===== config.mk =====
export PLATFORM = sky130hd
export DESIGN_NAME = hopfield_iter_ctrl
export DESIGN_NICKNAME = d
export VERILOG_FILES = /design/src/rtl/hopfield_pkg.sv /design/src/rtl/hopfield_iter_ctrl_done_collector.sv /design/src/rtl/hopfield_iter_ctrl.sv
export SDC_FILE = /design/constraint.sdc
export NUM_CORES = 1
export LEC_CHECK = 0
export CAP_MARGIN = 15
export CORE_ASPECT_RATIO = 1.2
export CORE_MARGIN = 2
export CORE_UTILIZATION = 36
export DETAILED_ROUTE_END_ITERATION = 8
export PLACE_DENSITY = 0.66
export SLEW_MARGIN = 20
export SYNTH_ARGS = -nofsm -noshare
export SYNTH_HDL_FRONTEND = slang
export SYNTH_SLANG_ARGS = --single-unit

===== constraint.sdc =====
create_clock -name clk -period 2.65 [get_ports clk]
set_input_delay 0.265 -clock clk [delete_from_list [all_inputs] [get_ports clk]]
set_output_delay 0.265 -clock clk [all_outputs]
set_load 0.05 [all_outputs]

===== src/rtl/hopfield_pkg.sv =====
// ---------------------------------------------------------------------------
// hopfield_pkg
//
// Shared definitions for the Hopfield network iteration logic.
//   - Controller state encodings (kept as plain localparam constants so that
//     older tools and hand-written netlists can match the encoding directly).
//   - Canonical bipolar state values used by the neurons: +1, -1 (all ones)
//     and 0.
//   - elem_t, the default-width state element type.
// ---------------------------------------------------------------------------
package hopfield_pkg;

  // Default element width used by the standard neuron.
  localparam int ELEM_WIDTH = 32;

  typedef logic [ELEM_WIDTH-1:0] elem_t;

  // Controller state encodings.
  typedef logic [2:0] state_t;

  localparam state_t IDLE  = 3'd0;
  localparam state_t CLEAR = 3'd1;
  localparam state_t RUN   = 3'd2;
  localparam state_t CHECK = 3'd3;
  localparam state_t DONE  = 3'd4;

  // Canonical state element values. All-ones is the two's complement -1.
  localparam elem_t STATE_POS  = elem_t'(1);
  localparam elem_t STATE_NEG  = '1;
  localparam elem_t STATE_ZERO = '0;

endpackage


===== src/rtl/hopfield_iter_ctrl_done_collector.sv =====
// ---------------------------------------------------------------------------
// done_collector
//
// Gathers the per-neuron results of one update pass.
//
// Ports:
//   clk, rst      - clock and synchronous active-high reset
//   clear         - start of a new pass: drops the sticky mask and the
//                   wait counter
//   active        - the pass is running; results are only collected while
//                   this is high
//   done_in[N]    - neuron done flags
//   snext_in      - concatenated neuron Snext outputs (element i at
//                   [SIZE*i +: SIZE])
//   snext_q       - captured next-state vector
//   all_done      - every neuron has reported at least once this pass,
//                   including flags arriving in the current cycle
//   timeout       - the wait budget has run out without all_done
// ---------------------------------------------------------------------------
module done_collector
  import hopfield_pkg::*;
#(
  parameter int N       = 4,
  parameter int SIZE    = 32,
  parameter int TIMEOUT = 64
) (
  input  logic            clk,
  input  logic            rst,
  input  logic            clear,
  input  logic            active,
  input  logic [N-1:0]    done_in,
  input  logic [SIZE*N-1:0] snext_in,
  output logic [SIZE*N-1:0] snext_q,
  output logic            all_done,
  output logic            timeout
);

  // Wide enough to hold TIMEOUT-1 even when TIMEOUT is 1.
  localparam int WW = $clog2(TIMEOUT + 1);

  logic [N-1:0]  done_mask;
  logic [WW-1:0] wait_cnt;
  logic [N-1:0]  mask_next;

  // The current cycle's flags count immediately, so the pass can finish in
  // the same cycle the last neuron reports.
  assign mask_next = done_mask | done_in;
  assign all_done  = active && (&mask_next);
  assign timeout   = active && !(&mask_next) && (wait_cnt == WW'(TIMEOUT - 1));

  // Sticky done mask and pass wait counter. Both restart on clear and only
  // advance while the pass is active.
  always_ff @(posedge clk) begin
    if (rst) begin
      done_mask <= '0;
      wait_cnt  <= '0;
    end else if (clear) begin
      done_mask <= '0;
      wait_cnt  <= '0;
    end else if (active) begin
      done_mask <= mask_next;
      wait_cnt  <= wait_cnt + WW'(1);
    end
  end

  // Per-element capture. A neuron that pulses done more than once in a pass
  // simply overwrites its slot, so the last reported value is kept.
  always_ff @(posedge clk) begin
    if (rst) begin
      snext_q <= '0;
    end else if (active) begin
      for (int i = 0; i < N; i++) begin
        if (done_in[i]) begin
          snext_q[SIZE*i +: SIZE] <= snext_in[SIZE*i +: SIZE];
        end
      end
    end
  end

endmodule


===== src/rtl/hopfield_iter_ctrl.sv =====
// ---------------------------------------------------------------------------
// hopfield_iter_ctrl
//
// Iteration controller around an array of N neurons. It loads an initial
// state, runs update passes (clear neurons, enable them, collect Snext/done),
// stops on convergence, on the iteration limit, or on a done timeout, and
// hands the final state to the host over a valid/ready handshake.
//
// Ports:
//   clk, rst        - clock and synchronous active-high reset
//   start           - request a run, accepted only in IDLE
//   init_state      - initial state vector, sampled when start is accepted
//   scurr           - registered current state fed to every neuron
//   neuron_en       - neuron enable, high only during RUN
//   neuron_rst_n    - active-low neuron clear, low only during CLEAR
//   snext_in        - concatenated neuron Snext outputs
//   done_in         - neuron done flags
//   out_state       - final state (valid with out_valid)
//   out_valid       - result available, held until out_ready
//   out_ready       - host accepts the result
//   converged       - last pass left the state unchanged
//   error           - run aborted on a done timeout
//   iter_count      - passes completed
//   busy            - controller is not IDLE
// ---------------------------------------------------------------------------
module hopfield_iter_ctrl
  import hopfield_pkg::*;
#(
  parameter int N        = 4,
  parameter int SIZE     = 32,
  parameter int MAX_ITER = 16,
  parameter int TIMEOUT  = 64
) (
  input  logic                          clk,
  input  logic                          rst,
  input  logic                          start,
  input  logic [SIZE*N-1:0]             init_state,
  output logic [SIZE*N-1:0]             scurr,
  output logic                          neuron_en,
  output logic                          neuron_rst_n,
  input  logic [SIZE*N-1:0]             snext_in,
  input  logic [N-1:0]                  done_in,
  output logic [SIZE*N-1:0]             out_state,
  output logic                          out_valid,
  input  logic                          out_ready,
  output logic                          converged,
  output logic                          error,
  output logic [$clog2(MAX_ITER+1)-1:0] iter_count,
  output logic                          busy
);

  localparam int IW = $clog2(MAX_ITER + 1);

  state_t              state;
  logic [SIZE*N-1:0]   scurr_reg;
  logic [SIZE*N-1:0]   snext_reg;
  logic [IW-1:0]       iter_reg;
  logic                converged_reg;
  logic                error_reg;
  logic                all_done;
  logic                timeout;
  logic                in_clear;
  logic                in_run;
  logic                last_pass;
  logic                unchanged;

  assign in_clear = (state == CLEAR);
  assign in_run   = (state == RUN);

  done_collector #(
    .N       (N),
    .SIZE    (SIZE),
    .TIMEOUT (TIMEOUT)
  ) u_collector (
    .clk      (clk),
    .rst      (rst),
    .clear    (in_clear),
    .active   (in_run),
    .done_in  (done_in),
    .snext_in (snext_in),
    .snext_q  (snext_reg),
    .all_done (all_done),
    .timeout  (timeout)
  );

  // Full-width bitwise compare, so 0, +1 and -1 are all distinct values.
  assign unchanged = (snext_reg == scurr_reg);
  // The pass finishing in CHECK is the last one allowed.
  assign last_pass = ((32'(iter_reg) + 32'd1) == 32'(MAX_ITER));

  // Main controller: sequences passes and keeps the result registers.
  // Result flags are cleared on an accepted start so a new run never shows
  // stale status from the previous one.
  always_ff @(posedge clk) begin
    if (rst) begin
      state         <= IDLE;
      scurr_reg     <= '0;
      iter_reg      <= '0;
      converged_reg <= 1'b0;
      error_reg     <= 1'b0;
    end else begin
      case (state)
        IDLE: begin
          if (start) begin
            scurr_reg     <= init_state;
            iter_reg      <= '0;
            converged_reg <= 1'b0;
            error_reg     <= 1'b0;
            state         <= CLEAR;
          end
        end
        CLEAR: begin
          state <= RUN;
        end
        RUN: begin
          if (all_done) begin
            state <= CHECK;
          end else if (timeout) begin
            error_reg <= 1'b1;
            state     <= DONE;
          end
        end
        CHECK: begin
          iter_reg <= iter_reg + IW'(1);
          if (unchanged) begin
            converged_reg <= 1'b1;
            state         <= DONE;
          end else if (last_pass) begin
            state <= DONE;
          end else begin
            scurr_reg <= snext_reg;
            state     <= CLEAR;
          end
        end
        DONE: begin
          if (out_ready) begin
            state <= IDLE;
          end
        end
        default: begin
          state <= IDLE;
        end
      endcase
    end
  end

  // Outputs decode directly from the state register, so they are glitch-free
  // and hold steady for as long as the state does.
  assign scurr        = scurr_reg;
  assign neuron_en    = in_run;
  assign neuron_rst_n = !in_clear;
  assign out_valid    = (state == DONE);
  assign busy         = (state != IDLE);
  assign converged    = converged_reg;
  assign error        = error_reg;
  assign iter_count   = iter_reg;

  // On a timeout the partially collected Snext vector is meaningless, so the
  // last complete state is reported instead.
  always_comb begin
    out_state = '0;
    if (state == DONE) begin
      out_state = error_reg ? scurr_reg : snext_reg;
    end
  end

endmodule


## After elaboration in Yosys (flattened, before gate mapping)

Cells that the tools add are included.

- Add/subtract/negate cells: 3
- Equality and inequality tests: 15
- Muxes and demuxes: 21
- Bitwise logic cells: 1
- Reduce and logical (&&, ||, !) cells: 20

Operator list:

| operator | count |
|---|---|
| 128-bit two-way mux | 5 |
| 128-bit one-hot mux with 2 select lines | 1 |
| 128-bit == test | 1 |
| 3-bit two-way mux | 6 |
| 3-bit one-hot mux with 5 select lines | 1 |
| 2-bit != test (second input constant) | 6 |
| 4-bit AND reduction | 3 |
| 5-bit one-hot mux with 2 select lines | 1 |
| 2-bit AND reduction | 5 |
| 7-bit by 1-bit adder with 7-bit output (second input constant) | 1 |
| 7-bit by 6-bit == test with 1-bit output (second input constant) | 1 |
| 5-bit by 1-bit adder with 6-bit output (second input constant) | 1 |
| 3-bit by 2-bit == test with 1-bit output (second input constant) | 2 |
| 6-bit by 5-bit == test with 1-bit output (second input constant) | 1 |
| 3-bit AND reduction | 2 |
| 5-bit by 1-bit adder with 5-bit output (second input constant) | 1 |
| 5-bit two-way mux | 1 |
| 1-bit two-way mux | 4 |
| 4-bit OR | 1 |
| 1-bit one-hot mux with 2 select lines | 2 |
| 2-bit nonzero test | 2 |
| 3-bit by 1-bit == test with 1-bit output (second input constant) | 1 |
| 3-bit == test (second input constant) | 1 |
| 1-bit logical AND | 3 |
| 6 further kinds | 7 |

- Bits in registers: 277
- Input port bits: 264
- Output and inout port bits: 267
- Logic and storage cells: 71

## Depth between registers and ports, before layout

- Word-level depth: 8
- Gate-level depth with buffers: 10
- Depth with buffers taken out: 7

## Hierarchy

Synthesis repeated with hierarchy kept, for this count alone.

- Cell total of the unflattened synthesis: 1857
- Area total of the unflattened synthesis: 14968.1 sq um

Modules (own cells, without submodules):

| module | instances | cells an instance | area each (sq um) | seq. area each (sq um) |
|---|---|---|---|---|
| hopfield_iter_ctrl | 1 | 1245 | 10098.4 | 2762.6 |
| done_collector | 1 | 612 | 4869.7 | 2782.7 |

## Least setup slack after synthesis

OpenSTA, ideal clock, no wires.

- Path type: register -> output
- Start point: register error_reg (netlist: error)
- End point: output port out_state[100]
- Arrival time: 2.316 ns
- Required time: 2.385 ns
- Path slack: 0.069 ns
- Stages on the path, launching flop included: 6
- Buffers on the path: 3
- Path through: dfxtp_1 > clkbuf_1 > clkbuf_1 > clkbuf_1 > mux2i_1 > nor2_1

- Longest elaborated chain between the ends: 2

RTL lines:

| item | RTL line | RTL |
|---|---|---|
| start: declaration | hopfield_iter_ctrl.sv:59 | `logic error_reg;` |
| start signal: assignment | hopfield_iter_ctrl.sv:100 | `error_reg <= 1'b0;` |
| start signal: assignment | hopfield_iter_ctrl.sv:108 | `error_reg <= 1'b0;` |
| start signal: assignment | hopfield_iter_ctrl.sv:119 | `error_reg <= 1'b1;` |
| 128-bit two-way mux | hopfield_iter_ctrl.sv:163 | `out_state = error_reg ? scurr_reg : snext_reg;` |
| 128-bit two-way mux | hopfield_iter_ctrl.sv:162 | `if (state == DONE) begin` |
| end: declaration | hopfield_iter_ctrl.sv:43 | `output logic [SIZE*N-1:0] out_state,` |

No other way between the ends.

## Worst setup path in the final report

- Start point: register scurr_reg[111] (netlist: scurr[111])
- End point: register scurr_reg[93] (netlist: scurr[93])

- Longest elaborated chain between the ends: 3

RTL lines:

| item | RTL line | RTL |
|---|---|---|
| start: declaration | hopfield_iter_ctrl.sv:55 | `logic [SIZE*N-1:0] scurr_reg;` |
| start signal: assignment | hopfield_iter_ctrl.sv:105 | `scurr_reg <= init_state;` |
| start signal: assignment | hopfield_iter_ctrl.sv:131 | `scurr_reg <= snext_reg;` |
| 128-bit == test | hopfield_iter_ctrl.sv:87 | `assign unchanged = (snext_reg == scurr_reg);` |
| 2-bit != test (no line) | n/a |  |
| 4-bit AND reduction (no line) | n/a |  |

No other way between the ends.
A chain may end at the register's enable or synchronous reset.

==> results.json <==
{
  "outcome": "complete, no violations",
  "cts_tree": "yes",
  "rsz0062_at_grt": "no",
  "total_power_mw": 14.6,
  "hp-start": "rst",
  "cp_slowest_stage_delay_ps": 400,
  "yosys.area_share.xor_xnor_pct": 7.86,
  "grt_use_total_pct": 29.9,
  "cp_slowest_cell": "nor4_1",
  "insertion_delay_ps": 570,
  "multi_input_area_mm2": 0.00885,
  "drt_wl_total_mm": 69.3,
  "dr.pass1.iters": 5,
  "critPathRequiredTime_ps": 3150,
  "drc": 0,
  "drv_slew": 0,
  "synth_top_area_share_pct": 37.4,
  "timing.critical_path.mode_cell": "nand4_1",
  "holdPathStages": 2,
  "post-route-min-period_ps": 2600,
  "worstMarginPinSlew_ps": 1120,
  "antenna_found_initial": 18,
  "fin_skew_ps": 12.5,
  "crit_type": "reg2reg",
  "die_h_um": 226,
  "muxShareOfSynthArea_pct": 17.4,
  "syn_area_mm2": 0.0148,
  "cts_root_buf": "clkbuf_16",
  "slew_headroom_pct": 25.4,
  "timing.rr.start": "scurr[111]",
  "worstPathArrival_ps": 3100,
  "routed.top_layer": "met5",
  "cap_violations": 0,
  "power_density_mw_per_mm2": 622,
  "grt_max_degree": 89,
  "post-route-period-util_pct": 98.1,
  "holdPathEnd": "iter_count[2]",
  "regArea_mm2": 0.00555,
  "nets": 2609,
  "gr-total-overflow": 0,
  "cts_buffer_depth": 3,
  "wl_met3_mm": 4.92,
  "rows": 81,
  "io_buffers": 530,
  "synth_seq_cells": 277,
  "clock_sinks": 277,
  "m1WireLength_mm": 27.5,
  "r2r-end": "scurr[93]",
  "dp_hpwl_mm": 50.2,
  "first_iter_violations": 1090,
  "mostFrequentLayoutCell": "clkdlybuf4s50_1",
  "ys_warn_count": 0,
  "synth_seq_area_share_pct": 37.4,
  "drive_gt1_share_pct": 12.6,
  "synth_compound_area_share_pct": 15.9,
  "gp_congestion": 0.918,
  "synth_top_family_by_area": "multiplexers",
  "route.vias.total": 15500,
  "hp-class": "in2reg",
  "max_freq_mhz": 385,
  "synthCells": 1848,
  "dieWidth_um": 189,
  "syn_avg_cell_area_um2": 8.02,
  "setup_viol": 0,
  "antenna_left": 0,
  "area_delta_synth_final_pct": 58.3,
  "hold_viol_final": 0,
  "path_clk_slew_ps": 60,
  "synthTopCellsByArea": "dfxtp_1 (37%), mux2i_1 (17%), a21oi_1 (9.0%)",
  "die_area_mm2": 0.0428,
  "synth_cell_types": 33,
  "r2r_setup_slack_ps": 50,
  "io_pins": 531,
  "synthAdderAreaFrac_pct": 0.169,
  "h-tree-depth": 1,
  "crit_path_max_fanout": 14,
  "synth-simple-area-share_pct": 16.8,
  "crit_path_end_kind": "register",
  "syn-num-nets": 2114,
  "final_cell_mix": "clkdlybuf4s50_1 (398), nor2_1 (281), dfxtp_1 (272)",
  "ir_worst_vdd_mv": 0.525,
  "fin_util_pct": 57.7,
  "met2_length_mm": 34.5,
  "grt_pass1_wl_mm": 96.8,
  "cts_made_buffers": 31,
  "via_per_inst": 5.30,
  "holdBufCountCts": 0,
  "coreArea_mm2": 0.0406,
  "path_cells": "xnor2_2 -> buf_4 -> nand4_1 -> nor4_1 -> nand4_1 -> o21ai_4 -> buf_12 -> nand2_8 -> clkbuf_16 -> a21oi_1",
  "yosys.area.top_type": "dfxtp_1",
  "worstRegToRegCells": 10,
  "start_util_pct": 36.5,
  "grt_pass1_vias": 14800,
  "wl_per_cell_um": 23.7,
  "fill_cells": 3646,
  "p_leak_nw": 9.05,
  "start_kind": "register"
}
final cells by class:
type	count	share of cell area, %
Multi-Input combinational cell	1421	37.7
Timing Repair Buffer	608	31.2
Sequential cell	277	23.7
Clock buffer	44	3.90
Tap cell	539	2.88
Clock inverter	13	0.443
Antenna cell	13	0.139
Inverter	4	0.0640
cell families after synthesis:
group | Yosys count
DFF | 277
muxes | 258
AOI/OAI and AO/OA | 404
buffers and inverters | 152
xor gates and xnor gates | 133
and+or+nand+nor | 622
adders and majority gates | 2
per-layer routing:
layer	vias up	global-route usage (%)
met5	-	0
met4	8	10.3
met3	110	5.21
met2	604	52.8
met1	7485	36.4
li1	7275	-
what timing repair did:
action,CTS,global route
endpoints found under the hold margin,0,0
pin swaps,3,7
endpoints found under the setup margin,142,134
buffers inserted,1,0
resized for setup,9,25
gates cloned,0,13
worst max-delay path by stage:
stage                       startpoint        endpoint  slack, ps  depth (start not counted)
2_1_floorplan                    error  out_state[100]         70                          5
3_3_place_gp                 scurr[84]       scurr[61]        -60                          9
3_5_place_dp                 scurr[84]       scurr[66]       -210                          9
4_1_cts        u_collector.snext_q[84]       scurr[29]         -2                          9
5_1_grt                      scurr[67]       scurr[10]          6                         10
6_report                    scurr[111]       scurr[93]         50                         10
power by group:
| part | switching, mW | internal (mW) |
|---|---|---|
| logic | 3.07 | 2.08 |
| registers | 0.543 | 4.58 |
| clock network | 1.82 | 2.49 |
| total | 5.43 | 9.15 |
Yosys cell counts:
cell         n
buf_2       58
nand4_1     36
a21oi_1    266
nor3_1       6
mux2i_1    257
or2_2        1
a2111oi_0    1
o21ai_0      3
a21o_1     128
dfxtp_1    277
or2_1        1
nand3_1      4
nor4b_1      1
a311oi_1     2
ha_1         2
nor2_1     282
and4_1       1
mux2_2       1
nor4_1       8
xor2_1       3
inv_1        4
and2_1       5
xnor2_1    130
nand4b_1     1
nand2_1    274
buf_1        3
clkbuf_1    86
o21a_1       1
o21ai_1      1
or3_1        1
nor3b_1      1
clkbuf_2     1
o22ai_1      2
worst max-delay path: cells and delay by family, from the launching register on:
family                 cells  cell delay, ps
AO/OA/AOI/OAI              2             380
buffers and inverters      3             610
XOR/XNOR                   1             320
flip-flops                 1             350
AND/OR/NAND/NOR            4             850
metrics by stage:
stage	setup WS [ps]	TNS (ps)	hold slack, ps	instance area, µm²	cells
final	49.6	0	108	23500	2919
after global routing	6.32	0	111	23500	2918
after CTS	-2.37	-2.37	102	23000	2893
after detailed placement	-211	-19210	468	21900	2835
after global placement	-55.2	-1320	451	21900	2835
after floorplan	69.4	0	401	14800	1848
Power figures use the tool's default switching activity.
